### src/rtl/gf180mcu_icg_bank_hyst.sv
// ----------------------------------------------------------------------------
// gf180mcu_icg_bank_hyst
//   Bank of NCH glitch-free integrated clock gates with hysteresis. Each
//   channel is a latch-based positive-edge ICG with a scan/test override (TE).
//   A per-channel OFF/ON/HOLD state machine keeps the gate open for HOLD_CYC
//   extra CLK cycles after the functional enable drops. A saturating counter
//   reports how many cycles every channel has been gated off.
//
// Ports
//   CLK     in   1      free-running source clock, rising-edge state updates
//   RN      in   1      synchronous reset, active low
//   TE      in   1      test enable, forces every gate open
//   E       in   NCH    functional enable per channel (launched from rising CLK)
//   CNT_CLR in   1      synchronous clear of GCNT (RN has priority)
//   Q       out  NCH    gated clocks, Q[i] = CLK & lat[i]
//   ACTIVE  out  NCH    registered: channel FSM is not OFF
//   ALL_OFF out  1      registered: all channels OFF and TE low last cycle
//   GCNT    out  CNT_W  saturating count of cycles with ALL_OFF high
// ----------------------------------------------------------------------------
module gf180mcu_icg_bank_hyst #(
  parameter int unsigned NCH      = 4,
  parameter int unsigned HOLD_CYC = 3,
  parameter int unsigned CNT_W    = 16
) (
  input  logic             CLK,
  input  logic             RN,
  input  logic             TE,
  input  logic [NCH-1:0]   E,
  input  logic             CNT_CLR,
  output logic [NCH-1:0]   Q,
  output logic [NCH-1:0]   ACTIVE,
  output logic             ALL_OFF,
  output logic [CNT_W-1:0] GCNT
);

  localparam int unsigned      CW       = (HOLD_CYC > 0) ? $clog2(HOLD_CYC + 1) : 1;
  localparam logic [CW-1:0]    CNT_LOAD = CW'((HOLD_CYC > 0) ? (HOLD_CYC - 1) : 0);
  localparam logic [CNT_W-1:0] GCNT_MAX = '1;

  typedef enum logic [1:0] {
    S_OFF  = 2'd0,
    S_ON   = 2'd1,
    S_HOLD = 2'd2
  } state_t;

  state_t         state_q [NCH];
  state_t         state_d [NCH];
  logic [CW-1:0]  cnt_q   [NCH];
  logic [CW-1:0]  cnt_d   [NCH];
  logic [NCH-1:0] off_d;
  logic [NCH-1:0] en;
  logic [NCH-1:0] lat;
  logic           all_off_d;

  // Next-state logic per channel plus gate enables.
  always_comb begin
    off_d     = '0;
    en        = '0;
    all_off_d = 1'b0;
    for (int unsigned i = 0; i < NCH; i++) begin
      state_d[i] = state_q[i];
      cnt_d[i]   = cnt_q[i];
      case (state_q[i])
        S_OFF: begin
          if (E[i]) state_d[i] = S_ON;
        end
        S_ON: begin
          if (!E[i]) begin
            if (HOLD_CYC == 0) begin
              state_d[i] = S_OFF;
            end else begin
              state_d[i] = S_HOLD;
              cnt_d[i]   = CNT_LOAD;
            end
          end
        end
        S_HOLD: begin
          if (E[i])                state_d[i] = S_ON;
          else if (cnt_q[i] == '0) state_d[i] = S_OFF;
          else                     cnt_d[i]   = cnt_q[i] - CW'(1);
        end
        default: state_d[i] = S_OFF;
      endcase
      off_d[i] = (state_d[i] == S_OFF);
      // The gate follows the next state rather than the current one: the
      // enable for edge k+1 is latched in the low phase before it, so looking
      // one state ahead makes the hold window cover exactly edges
      // k+1..k+HOLD_CYC after E falls, with no gap between E and the hold.
      // next != OFF already covers E=1, since E=1 always leads to ON.
      en[i] = TE | (RN & ~off_d[i]);
    end
    all_off_d = RN & ~TE & (&off_d);
  end

  // Enable latch: transparent while CLK is low, holds while CLK is high, so
  // an enable change during the high phase cannot shorten or create a pulse.
  always_latch begin
    if (!CLK) lat <= en;
  end

  always_comb begin
    Q = {NCH{CLK}} & lat;
  end

  always_ff @(posedge CLK) begin
    if (!RN) begin
      for (int unsigned i = 0; i < NCH; i++) begin
        state_q[i] <= S_OFF;
        cnt_q[i]   <= '0;
      end
      ACTIVE  <= '0;
      ALL_OFF <= 1'b0;
      GCNT    <= '0;
    end else begin
      for (int unsigned i = 0; i < NCH; i++) begin
        state_q[i] <= state_d[i];
        cnt_q[i]   <= cnt_d[i];
      end
      ACTIVE  <= ~off_d;
      ALL_OFF <= all_off_d;
      if (CNT_CLR)                          GCNT <= '0;
      else if (ALL_OFF && GCNT != GCNT_MAX) GCNT <= GCNT + CNT_W'(1);
    end
  end

endmodule
### config.mk
export PLATFORM = sky130hd
export DESIGN_NAME = gf180mcu_icg_bank_hyst
export DESIGN_NICKNAME = d
export VERILOG_FILES = /design/src/rtl/gf180mcu_icg_bank_hyst.sv
export SDC_FILE = /design/constraint.sdc
export NUM_CORES = 1
export LEC_CHECK = 0
export BUFFER_PORTS_ARGS = -buffer_cell sky130_fd_sc_hd__buf_2
export CORE_ASPECT_RATIO = 0.9
export CORE_MARGIN = 1.5
export CORE_UTILIZATION = 55
export CTS_BUF_LIST = sky130_fd_sc_hd__clkbuf_2
export CTS_CLUSTER_DIAMETER = 30
export DETAILED_ROUTE_END_ITERATION = 8
export GPL_ROUTABILITY_DRIVEN = 0
export GPL_TIMING_DRIVEN = 0
export HOLD_SLACK_MARGIN = 0.02
export PLACE_DENSITY = 0.9
export SYNTH_ARGS = -nofsm -noshare
export SYNTH_HDL_FRONTEND = slang
export SYNTH_SLANG_ARGS = --single-unit
### constraint.sdc
create_clock -name CLK -period 5.33 [get_ports CLK]
set_clock_uncertainty 0.1 [all_clocks]
set_input_delay 1.066 -clock CLK [delete_from_list [all_inputs] [get_ports CLK]]
set_output_delay 1.066 -clock CLK [all_outputs]
set_load 0.02 [all_outputs]
==> key figures, run 1 <==
Critical path
  • Setup crit end kind: primary output
  • Critical Path RT: 4.16 ns
  • CP Max Fanout: 1
  • Crit path kind: latch2out
  • CP Cell Sequence: and2_1 > buf_2
  • CP Launch Type: latch
  • Worst path arrival time: roughly 3.8 ns
  • CP max stage delay: 0.43 ns
  • Slowest cell on crit path: dlxtn_1
  • CP Launch Point: lat[1]
  • RR Startpoint: cnt_q[3][0]

Routing
  • Final wirelength: approximately 3900 µm
  • Vias: 1778
  • DR pass1 iterations: 5
  • Via density: 5.68
  • DRC: 0
  • Routed WL per cell: 12.4 µm
  • 1st-iter DRT viols: 100
  • Antenna viol nets, final: 0

GRT
  • Met3 usage: about a tenth
  • First-pass GRT wire length: 6250 µm
  • Gr busiest metal: met2
  • Initial antenna violation count: 0
  • Number of global-route vias before repair: 1495
  • Met1 GRT Util: about a quarter
  • Pin count of the biggest net entering global routing: 14
  • Grt total ovfl: 0
  • GRT Util Overall: a little over a fifth
  • Grt met2 use: between 30% and 40%

Placed design
  • Placement Setup Slack: approximately 0.46 ns
  • Placed inst area: 2150 µm²
  • DP Wirelength: 2780 µm
  • Input/output buffers: 32

Synthesis
  • Syn. warnings: 0
  • Post-synth ARST share: 0%
  • Simple-Gate Fraction of Synth Area: about 30%
  • Synthesized area: 1940 µm²
  • Post-Syn Nets: 237
  • Mapped Cells: about 220
  • EDFF count, synth: 0
  • Post-synthesis cell type count: 45
  • Avg Cell Area, Syn: about 8.7 µm²
  • Synth Area in XOR/XNOR: 0%
  • Top FF cell, synth: dfxtp_1
  • Largest family of logic cells by synthesized area: simple AND/OR/NAND/NOR gates
  • Post-Synth Adder-Cell Area: 3.23%
  • Seq cells post-synth: 41
  • Mux contribution to synthesized area: 3.62%
  • Synth Area in Compound Gates: between 15 and 20%

Floorplanning
  • Starting density of the core: 57.4%
  • Site Rows: 20
  • Die Wd: 65.6 µm
  • # IOs: 33
  • Die area: around 4000 µm²
  • Core area: 3380 µm²
  • Die Span Y: 59.3 µm

Pwr
  • Static leakage: 0.933 nW
  • Part of the power in combinational logic: 6.2%
  • Sequential power share: 49.1%
  • Peak VDD IR: 0.000214 V
  • PwrDens: 284 nW/µm²
  • Sw Pwr: approximately 190 µW
  • Pint: 450 µW
  • Sw frac: 29.3%
  • Clock share of power: approximately 45%

Layout
  • Core Util, Final: 66.4%
  • Final nets: between 200 and 300
  • Antenna Cells: 0
  • Final instance area: 2240 µm²
  • P&R area growth vs syn: 15.8%
  • Layout cells sized above 1: 22.3%

Clocking
  • CTS tree: done
  • CTS Hold Bufs: 0
  • Clock Latency Late Sink: 0.50 ns
  • Clk slew on worst S/H paths: 0.19 ns
  • Cts repair resizes: 0
  • Setup repair bufs after CTS: 0

Timing
  • Headroom to the max-slew limit: 65.5%
  • Final hold vios: 0
  • Max Slew Vio Count: 0
  • Fin Setup TNS: 0 ns
  • Final WS setup: 0.359 ns
  • Final setup viols: 0
  • Worst Tran Pin Value: between 0.5 and 0.6 ns
  • Unrepaired setup endpoints after global routing: no

Worst hold path
  • Hold WC Path Type: reg2reg
  • Hold path start: cnt_q[2][0]

Job
  • Max-cap violation count: 0

Outcome
  • Status: complete, no violations
[state kept, by name, summed over array words and instances (netlist names)]
signal / count
ACTIVE: 4
GCNT: 16
lat: 4
state_q: 8
cnt_q: 8
ALL_OFF: 1
[synth_stat cells (2+ instances only)]
cell	count	area share [%]
nor4b_1	2	0.90
nor4_1	4	1.3
a21o_1	4	1.5
ha_1	5	3.2
clkbuf_1	2	0.39
nand4b_1	2	0.90
o211a_1	2	1.0
nor2b_1	5	1.6
or3_1	3	0.97
a21oi_1	19	4.9
o21ai_0	15	3.9
o221a_2	2	1.2
and2_1	12	3.9
o31ai_1	4	1.5
or3b_2	2	0.90
and3_1	2	0.65
mux2i_1	7	3.6
nor2_1	14	2.7
inv_1	13	2.5
nand2b_1	9	2.9
buf_2	2	0.52
nand2_1	12	2.3
dfxtp_1	37	38
or2_2	2	0.65
nand3_1	8	2.1
dlxtn_1	4	3.1
nand4_1	4	1.3
or4_1	3	1.2
nor3_1	5	1.3
a31oi_1	2	0.65
a21boi_0	3	1.2
[metal layers]
layer / routed length, µm / share of wire, %
met5: 0 / 0
met3: 206 / 5.3
met4: 73 / 1.9
met1: 1760 / 45
met2: 1840 / 47
[cell type report]
cell class / count / area (µm²)
Fill cell: 274 / 1130
Tap cell: 44 / 55.1
Clock inverter: 3 / 41.3
Inverter: 13 / 48.8
Timing Repair Buffer: 28 / 140
Buffer: 5 / 28.8
Sequential cell: 41 / 801
Clock buffer: 14 / 70.1
Multi-Input combinational cell: 165 / 1060
[stage by stage]
stage / total power, mW / hold WS [ns] / instances
finish: 0.636 / 0.410 / 313
global route: 0.671 / 0.448 / 313
CTS: 0.645 / 0.407 / 313
detailed placement: 0.418 / 0.382 / 300
global placement: 0.417 / 0.377 / 300
floorplan: 0.388 / 0.357 / 224
[worst max-delay path, delay by kind of cell (launching register included)]
kind / cells / cell delay, ns
buffers and inverters: 1 / 0.15
latches: 1 / 0.43
and+or+nand+nor: 1 / 0.12
[logic make-up after synthesis]
| group | Yosys count |
|---|---|
| DFF | 37 |
| adders and majority gates | 5 |
| buffers and inverters | 18 |
| AOI/OAI and AO/OA | 56 |
| latches | 4 |
| and+or+nand+nor | 97 |
| muxes | 7 |
[layout by cell type (no fill, tap or decap), drive strengths merged, types with 3 or more instances in the layout]
cell type | Yosys | layout
dfxtp | 37 | 37
buf | 3 | 35
a21oi | 19 | 19
o21ai | 15 | 15
nor2 | 14 | 14
inv | 13 | 13
nand2 | 13 | 13
and2 | 12 | 12
clkbuf | 2 | 12
nand2b | 9 | 9
nand3 | 8 | 8
mux2i | 7 | 7
nand4 | 6 | 6
nor2b | 5 | 5
nor3 | 5 | 5
ha | 5 | 5
nor4 | 5 | 5
a21o | 4 | 4
o31ai | 4 | 4
dlxtn | 4 | 4
or3 | 4 | 4
a21boi | 3 | 3
or4 | 3 | 3
[path summary, 6_finish.rpt]
check | to | slack, ns | cells past startpoint
worst min-delay path | cnt_q[2][0] | 0.41 | 2
worst max register to register | lat[3] | 0.78 | 6
worst min register to register | cnt_q[2][0] | 0.41 | 2
worst max-delay path | Q[1] | 0.36 | 2
[power groups by stage]
| stage | clock network, mW | registers (mW) | logic [mW] |
|---|---|---|---|
| 3_5_place_dp | 0.0599 | 0.319 | 0.0396 |
| 2_1_floorplan | 0.0432 | 0.321 | 0.0238 |
| 3_3_place_gp | 0.0599 | 0.318 | 0.0383 |
| 5_1_grt | 0.312 | 0.314 | 0.0439 |
| 6_report | 0.284 | 0.313 | 0.0398 |
| 4_1_cts | 0.293 | 0.313 | 0.0398 |
Note: power is estimated with default switching activity, not from simulation.
==> inputs of run 2 (changes only) <==
Settings changed: CTS_BUF_LIST sky130_fd_sc_hd__clkbuf_2 to sky130_fd_sc_hd__clkbuf_16.
==> key figures, run 2 (synthesized netlist as in run 1, its figures left out) <==
Timing
  • Final hold vios: 0 (unchanged)
  • Fin Setup TNS: 0 ns (unchanged)
  • Final WS setup: 0.392 ns (+0.0336 ns)
  • Unrepaired setup endpoints after global routing: no
  • Headroom to the max-slew limit: 65.0% (-0.49 points)
  • Final setup viols: 0 (unchanged)
  • Final hold slack: 0.388 ns (-0.0217 ns)
  • Worst Tran Pin Value: 0.524 ns (+0.00738 ns)
  • Max Slew Vio Count: 0 (unchanged)

GRT
  • GRT Util Overall: 23.9% (+2.1 points)
  • Initial antenna violation count: 0 (unchanged)
  • Pin count of the biggest net entering global routing: 14 (unchanged)
  • Number of global-route vias before repair: 1606 (+7.4%)
  • First-pass GRT wire length: 6840 µm (+9.4%)
  • Grt total ovfl: 0 (unchanged)

Critical path
  • Crit path capture: Q[1]
  • CP Launch Point: lat[1]
  • RR Startpoint: cnt_q[3][0]
  • CP max stage delay: 0.41 ns (-0.02 ns)
  • Setup crit end kind: primary output
  • Worst reg-to-reg setup slack: 0.89 ns (+0.11 ns)
  • Worst path depth: 2 (unchanged)
  • Worst Reg-to-Reg Cells: 6 (unchanged)
  • Crit path kind: latch2out
  • Critical Path RT: 4.16 ns (about the same)
  • Top delay family on crit path: latches
  • Reg2reg end: lat[3]
  • Slowest cell on crit path: dlxtn_1
  • CP Launch Type: latch
  • Worst Path Buf+Inv: 1 (unchanged)
  • Worst path arrival time: 3.77 ns (-0.04 ns)
  • CP Max Fanout: 1 (unchanged)
  • CP Cell Sequence: and2_1 > buf_2

Layout
  • Antenna Cells: 0 (unchanged)
  • Core Util, Final: 71.7% (+5.3 points)
  • P&R area growth vs syn: 25.0%
  • Most flop-heavy register: GCNT
  • Final nets: 280 (unchanged)
  • Commonest non-fill, non-tap cell in the layout: dfxtp_1
  • Most frequent cells in the layout: 37 x dfxtp_1, 34 x buf_2, 19 x a21oi_1
  • Layout cells sized above 1: 21.9% (-0.37 points)
  • Largest regs: GCNT (16), cnt_q (8), state_q (8)
  • Final instance area: 2420 µm² (+8.0%)
  • Max reg flops: 16 (unchanged)

Routing
  • DR pass1 iterations: 4 (-1)
  • Via density: 5.77 (+1.5%)
  • Vias: 1805 (+1.5%)
  • DRC: 0 (unchanged)
  • Final wirelength: 4240 µm (+9.3%)
  • 1st-iter DRT viols: 134 (+34%)
  • Antenna viol nets, final: 0 (unchanged)
  • Routed WL per cell: 13.6 µm (+9.3%)

Clocking
  • Cts repair resizes: 0 (unchanged)
  • Setup repair bufs after CTS: 0 (unchanged)
  • Clk slew on worst S/H paths: 0.05 ns (-0.14 ns)
  • CTS tree: done
  • CTS Hold Bufs: 0 (unchanged)
  • Clock Latency Late Sink: 0.39 ns (-0.11 ns)

Placed design
  • Placement Setup Slack: 0.457 ns (unchanged)
  • DP Wirelength: 2780 µm (unchanged)
  • Input/output buffers: 32 (unchanged)
  • Placed inst area: 2150 µm² (unchanged)

Outcome
  • Status: complete, no violations

Pwr
  • Part of the power in combinational logic: 4.4% (-1.8 points)
  • Clock share of power: 61.1% (+16 points)
  • PwrDens: 375 nW/µm² (+32%)
  • Sw frac: 23.5% (-5.8 points)
  • Static leakage: 1.01 nW (+8.0%)
  • Sequential power share: 34.4% (-15 points)
  • Sw Pwr: 213 µW (+14%)
  • Peak VDD IR: 0.000257 V (+20%)
  • Pint: 695 µW (+54%)

Floorplanning
  • Die Span Y: 59.3 µm (unchanged)
  • Site Rows: 20 (unchanged)
  • Die area: 3890 µm² (unchanged)
  • Starting density of the core: 57.4% (unchanged)
  • Core area: 3380 µm² (unchanged)
  • # IOs: 33 (unchanged)
  • Die Wd: 65.6 µm (unchanged)

Worst hold path
  • Hold WC Path Type: reg2reg

Job
  • Max-cap violation count: 0 (unchanged)
## run 2: how the worst min path moves through the flow
stage                            from           to  slack [ns]  depth (start not counted)
after floorplan           cnt_q[2][0]  cnt_q[2][0]        0.36                          2
after global placement    cnt_q[2][0]  cnt_q[2][0]        0.38                          2
after detailed placement  cnt_q[2][0]  cnt_q[2][0]        0.38                          2
after CTS                 cnt_q[2][0]  cnt_q[2][0]        0.39                          2
after global routing      cnt_q[2][1]  cnt_q[2][1]        0.42                          1
final                     cnt_q[2][0]  cnt_q[2][0]        0.39                          2
## run 2: area by class of cell
class / instances / area [µm²]
buffer: 5 / 28.8
clock buffer: 13 / 245
clock inverter: 4 / 45.0
fill: 242 / 955
inverter: 13 / 48.8
multi-input combinational: 165 / 1060
sequential: 41 / 801
tap: 44 / 55.1
timing repair buffer: 28 / 140
## run 2: power groups by stage
stage / registers [mW] / clock network (mW) / logic [mW]
CTS: 0.313 / 0.564 / 0.0405
finish: 0.313 / 0.555 / 0.0403
detailed placement: 0.319 / 0.0599 / 0.0396
global route: 0.314 / 0.586 / 0.0450
global placement: 0.318 / 0.0599 / 0.0383
floorplan: 0.321 / 0.0432 / 0.0238
## run 2: metrics by stage
stage                     power, mW  instances
after global placement        0.417        300
after detailed placement      0.418        300
after CTS                     0.917        313
final                         0.908        313
after floorplan               0.388        224
after global routing          0.944        313
## run 2: worst reg2reg max path: stages, from the launching register on
cell     delay, ns
dfxtp_1       0.40
inv_1         0.08
ha_1          0.23
or3b_2        0.47
a21oi_1       0.28
a21o_1        0.17
or2_2         0.10
## run 2: per-layer routing
metal | vias to the layer above | wire length (µm) | GRT usage (%)
met4 | 0 | 111 | 16.4
li1 | 906 | - | -
met2 | 43 | 2010 | 36.0
met5 | - | 0 | 0
met1 | 843 | 1940 | 27.6
met3 | 13 | 179 | 10.3
==> inputs of run 3 (changes only) <==
Settings changed: ABC_AREA set to 1.
==> key figures, run 3 <==
Placed design
  • DP Wirelength: 3000 µm (+8.0%)
  • Placed cell count: 370 (+23%)
  • Placement Setup Slack: 0.717 ns (+0.260 ns)
  • Input/output buffers: 32 (unchanged)

Pwr
  • Peak VDD IR: 0.000306 V (+19%)
  • Static leakage: 1.21 nW (+21%)
  • PwrDens: 353 nW/µm² (-5.8%)

Outcome
  • Status: complete, no violations

Synthesis
  • Synthesized area: 1980 µm² (+2.0%)
  • Post-synthesis cell type count: 25 (-44%)
  • Post-synth ARST share: 0% (unchanged)
  • Top FF cell, synth: dfxtp_1
  • Most frequent cell after synthesis: nand2_1
  • Synth area leaders: dfxtp_1 37%, nand2_1 13%, inv_1 11%
  • Post-synth top area cell: dfxtp_1
  • Mapped Cells: 294 (+31%)
  • Avg Cell Area, Syn: 6.72 µm² (-22%)
  • Post-Syn Nets: 307 (+30%)
  • Top cell type's share of synthesized area: 37.5% (-0.75 points)
  • Seq cells post-synth: 41 (unchanged)
  • Synth cell count leaders: 67 x nand2_1, 59 x inv_1, 40 x nor2_1, 37 x dfxtp_1, 17 x a21oi_1
  • Syn. warnings: 0 (unchanged)
  • EDFF count, synth: 0 (unchanged)

Layout
  • Fin cells: 383 (+22%)
  • Most flop-heavy register: GCNT
  • Core Util, Final: 71.7% (-0.086 points)
  • Max reg flops: 16 (unchanged)
  • Most frequent cells in the layout: 67 x nand2_1, 60 x inv_1, 40 x nor2_1
  • # fillers: 295 (+22%)
  • P&R area growth vs syn: 23.4%
  • Layout cells sized above 1: 17.1% (-4.8 points)
  • Largest regs: GCNT (16), cnt_q (8), state_q (8)
  • Antenna Cells: 0 (unchanged)
  • Commonest non-fill, non-tap cell in the layout: nand2_1
  • Final nets: 350 (+25%)

Clocking
  • Setup repair bufs after CTS: 0 (unchanged)
  • Clock Latency Late Sink: 0.39 ns (about the same)
  • CTS tree: done
  • CTS Hold Bufs: 0 (unchanged)
  • Clk slew on worst S/H paths: 0.06 ns (about the same)
  • Cts repair resizes: 0 (unchanged)

Routing
  • Routed WL per cell: 11.6 µm (-14%)
  • Vias: 1944 (+7.7%)
  • DRC: 0 (unchanged)
  • Antenna viol nets, final: 0 (unchanged)
  • DR pass1 iterations: 4 (unchanged)
  • Final wirelength: 4440 µm (+4.6%)
  • 1st-iter DRT viols: 100 (-25%)
  • Via density: 5.08 (-12%)

Timing
  • Headroom to the max-slew limit: 70.8% (+5.7 points)
  • Final hold vios: 0 (unchanged)
  • Fin Setup TNS: 0 ns (unchanged)
  • Final setup viols: 0 (unchanged)
  • Final WS setup: 0.414 ns (+0.0220 ns)
  • Worst Tran Pin Value: 0.439 ns (-0.0850 ns)
  • Max Slew Vio Count: 0 (unchanged)
  • Unrepaired setup endpoints after global routing: no

Worst hold path
  • Hold WC Path Type: reg2reg

GRT
  • Number of global-route vias before repair: 1939 (+21%)
  • First-pass GRT wire length: 7580 µm (+11%)
  • Grt total ovfl: 0 (unchanged)
  • Initial antenna violation count: 0 (unchanged)
  • Met1 GRT Util: 25.8% (-1.7 points)
  • Gr busiest metal: met2
  • GRT Util Overall: 26.3% (+2.4 points)
  • Pin count of the biggest net entering global routing: 14 (unchanged)
  • Met3 usage: 11.7% (+1.4 points)
  • Grt met2 use: 44.3% (+8.3 points)

Floorplanning
  • # IOs: 33 (unchanged)
  • Core area: 3400 µm² (+0.74%)
  • Die area: 3960 µm² (+1.9%)
  • Site Rows: 20 (unchanged)
  • Starting density of the core: 58.1% (+0.72 points)
  • Die Span Y: 59.9 µm (+0.94%)
  • Die Wd: 66.2 µm (+0.95%)

Critical path
  • Worst path arrival time: 3.75 ns (-0.02 ns)
  • Setup crit end kind: primary output
  • CP Launch Type: latch
  • Critical Path RT: 4.16 ns (about the same)
  • Crit path kind: latch2out
  • CP Max Fanout: 1 (unchanged)

Job
  • Max-cap violation count: 0 (unchanged)
run 3: changes by cell type after synthesis, moves of 5 or more:
| cell | previous run | this run |
|---|---|---|
| and2_1 | 12 | 0 |
| inv_1 | 13 | 59 |
| mux2i_1 | 7 | 0 |
| nand2_1 | 12 | 67 |
| nand2b_1 | 9 | 0 |
| nor2_1 | 14 | 40 |
| nor2b_1 | 5 | 0 |
run 3: area by class of cell:
cell class	instances	area, µm²	share of cell area (%)
clock buffers	13	245	10.1
well taps	44	55.1	2.26
plain buffers	3	23.8	0.975
repair buffers	28	140	5.75
clock inverters	8	36.3	1.49
multi-input cells	187	916	37.6
inverters	59	221	9.08
flip-flops and latches	41	801	32.8
run 3: power breakdown:
part / switching [mW] / internal [mW] / total [mW]
combinational: 0.0253 / 0.0118 / 0.0370
clock: 0.193 / 0.322 / 0.515
sequential: 0.00297 / 0.306 / 0.309
run 3: layer usage:
metal / vias up / routed length, µm
met2: 55 / 2160
met1: 886 / 1880
li1: 987 / -
met3: 16 / 263
met4: 0 / 134
met5: - / 0
run 3: cell families (layout without fill, tap and decap cells):
family / Yosys count / after routing / synth area share, %
and+or+nand+nor: 142 / 142 / 31.7
xor gates and xnor gates: 6 / 6 / 2.66
latches: 4 / 4 / 3.04
DFF: 37 / 37 / 37.5
adders and majority gates: 5 / 5 / 3.16
AOI/OAI and AO/OA: 34 / 34 / 8.80
buffers and inverters: 66 / 111 / 13.2
run 3: worst max-delay path, cell delays in order, from the launching register on:
cell,delay [ns]
dlxtn_1,0.39
nand2_1,0.05
inv_1,0.05
buf_2,0.15
run 3: stage by stage:
stage | cell area [µm²] | hold WS [ns] | power, mW
final | 2440 | 0.332 | 0.861
after global routing | 2440 | 0.354 | 0.897
after floorplan | 1980 | 0.307 | 0.384
after global placement | 2190 | 0.318 | 0.412
after detailed placement | 2190 | 0.326 | 0.413
after CTS | 2440 | 0.334 | 0.872
run 3: final timing paths:
| path | cells after the start | slack [ns] | startpoint | endpoint |
|---|---|---|---|---|
| worst max-delay path | 3 | 0.41 | lat[2] | Q[2] |
| worst min-delay path | 1 | 0.33 | cnt_q[2][0] | cnt_q[2][0] |
| worst max register to register | 9 | 1.27 | cnt_q[3][0] | lat[3] |
| worst min register to register | 1 | 0.33 | cnt_q[2][0] | cnt_q[2][0] |
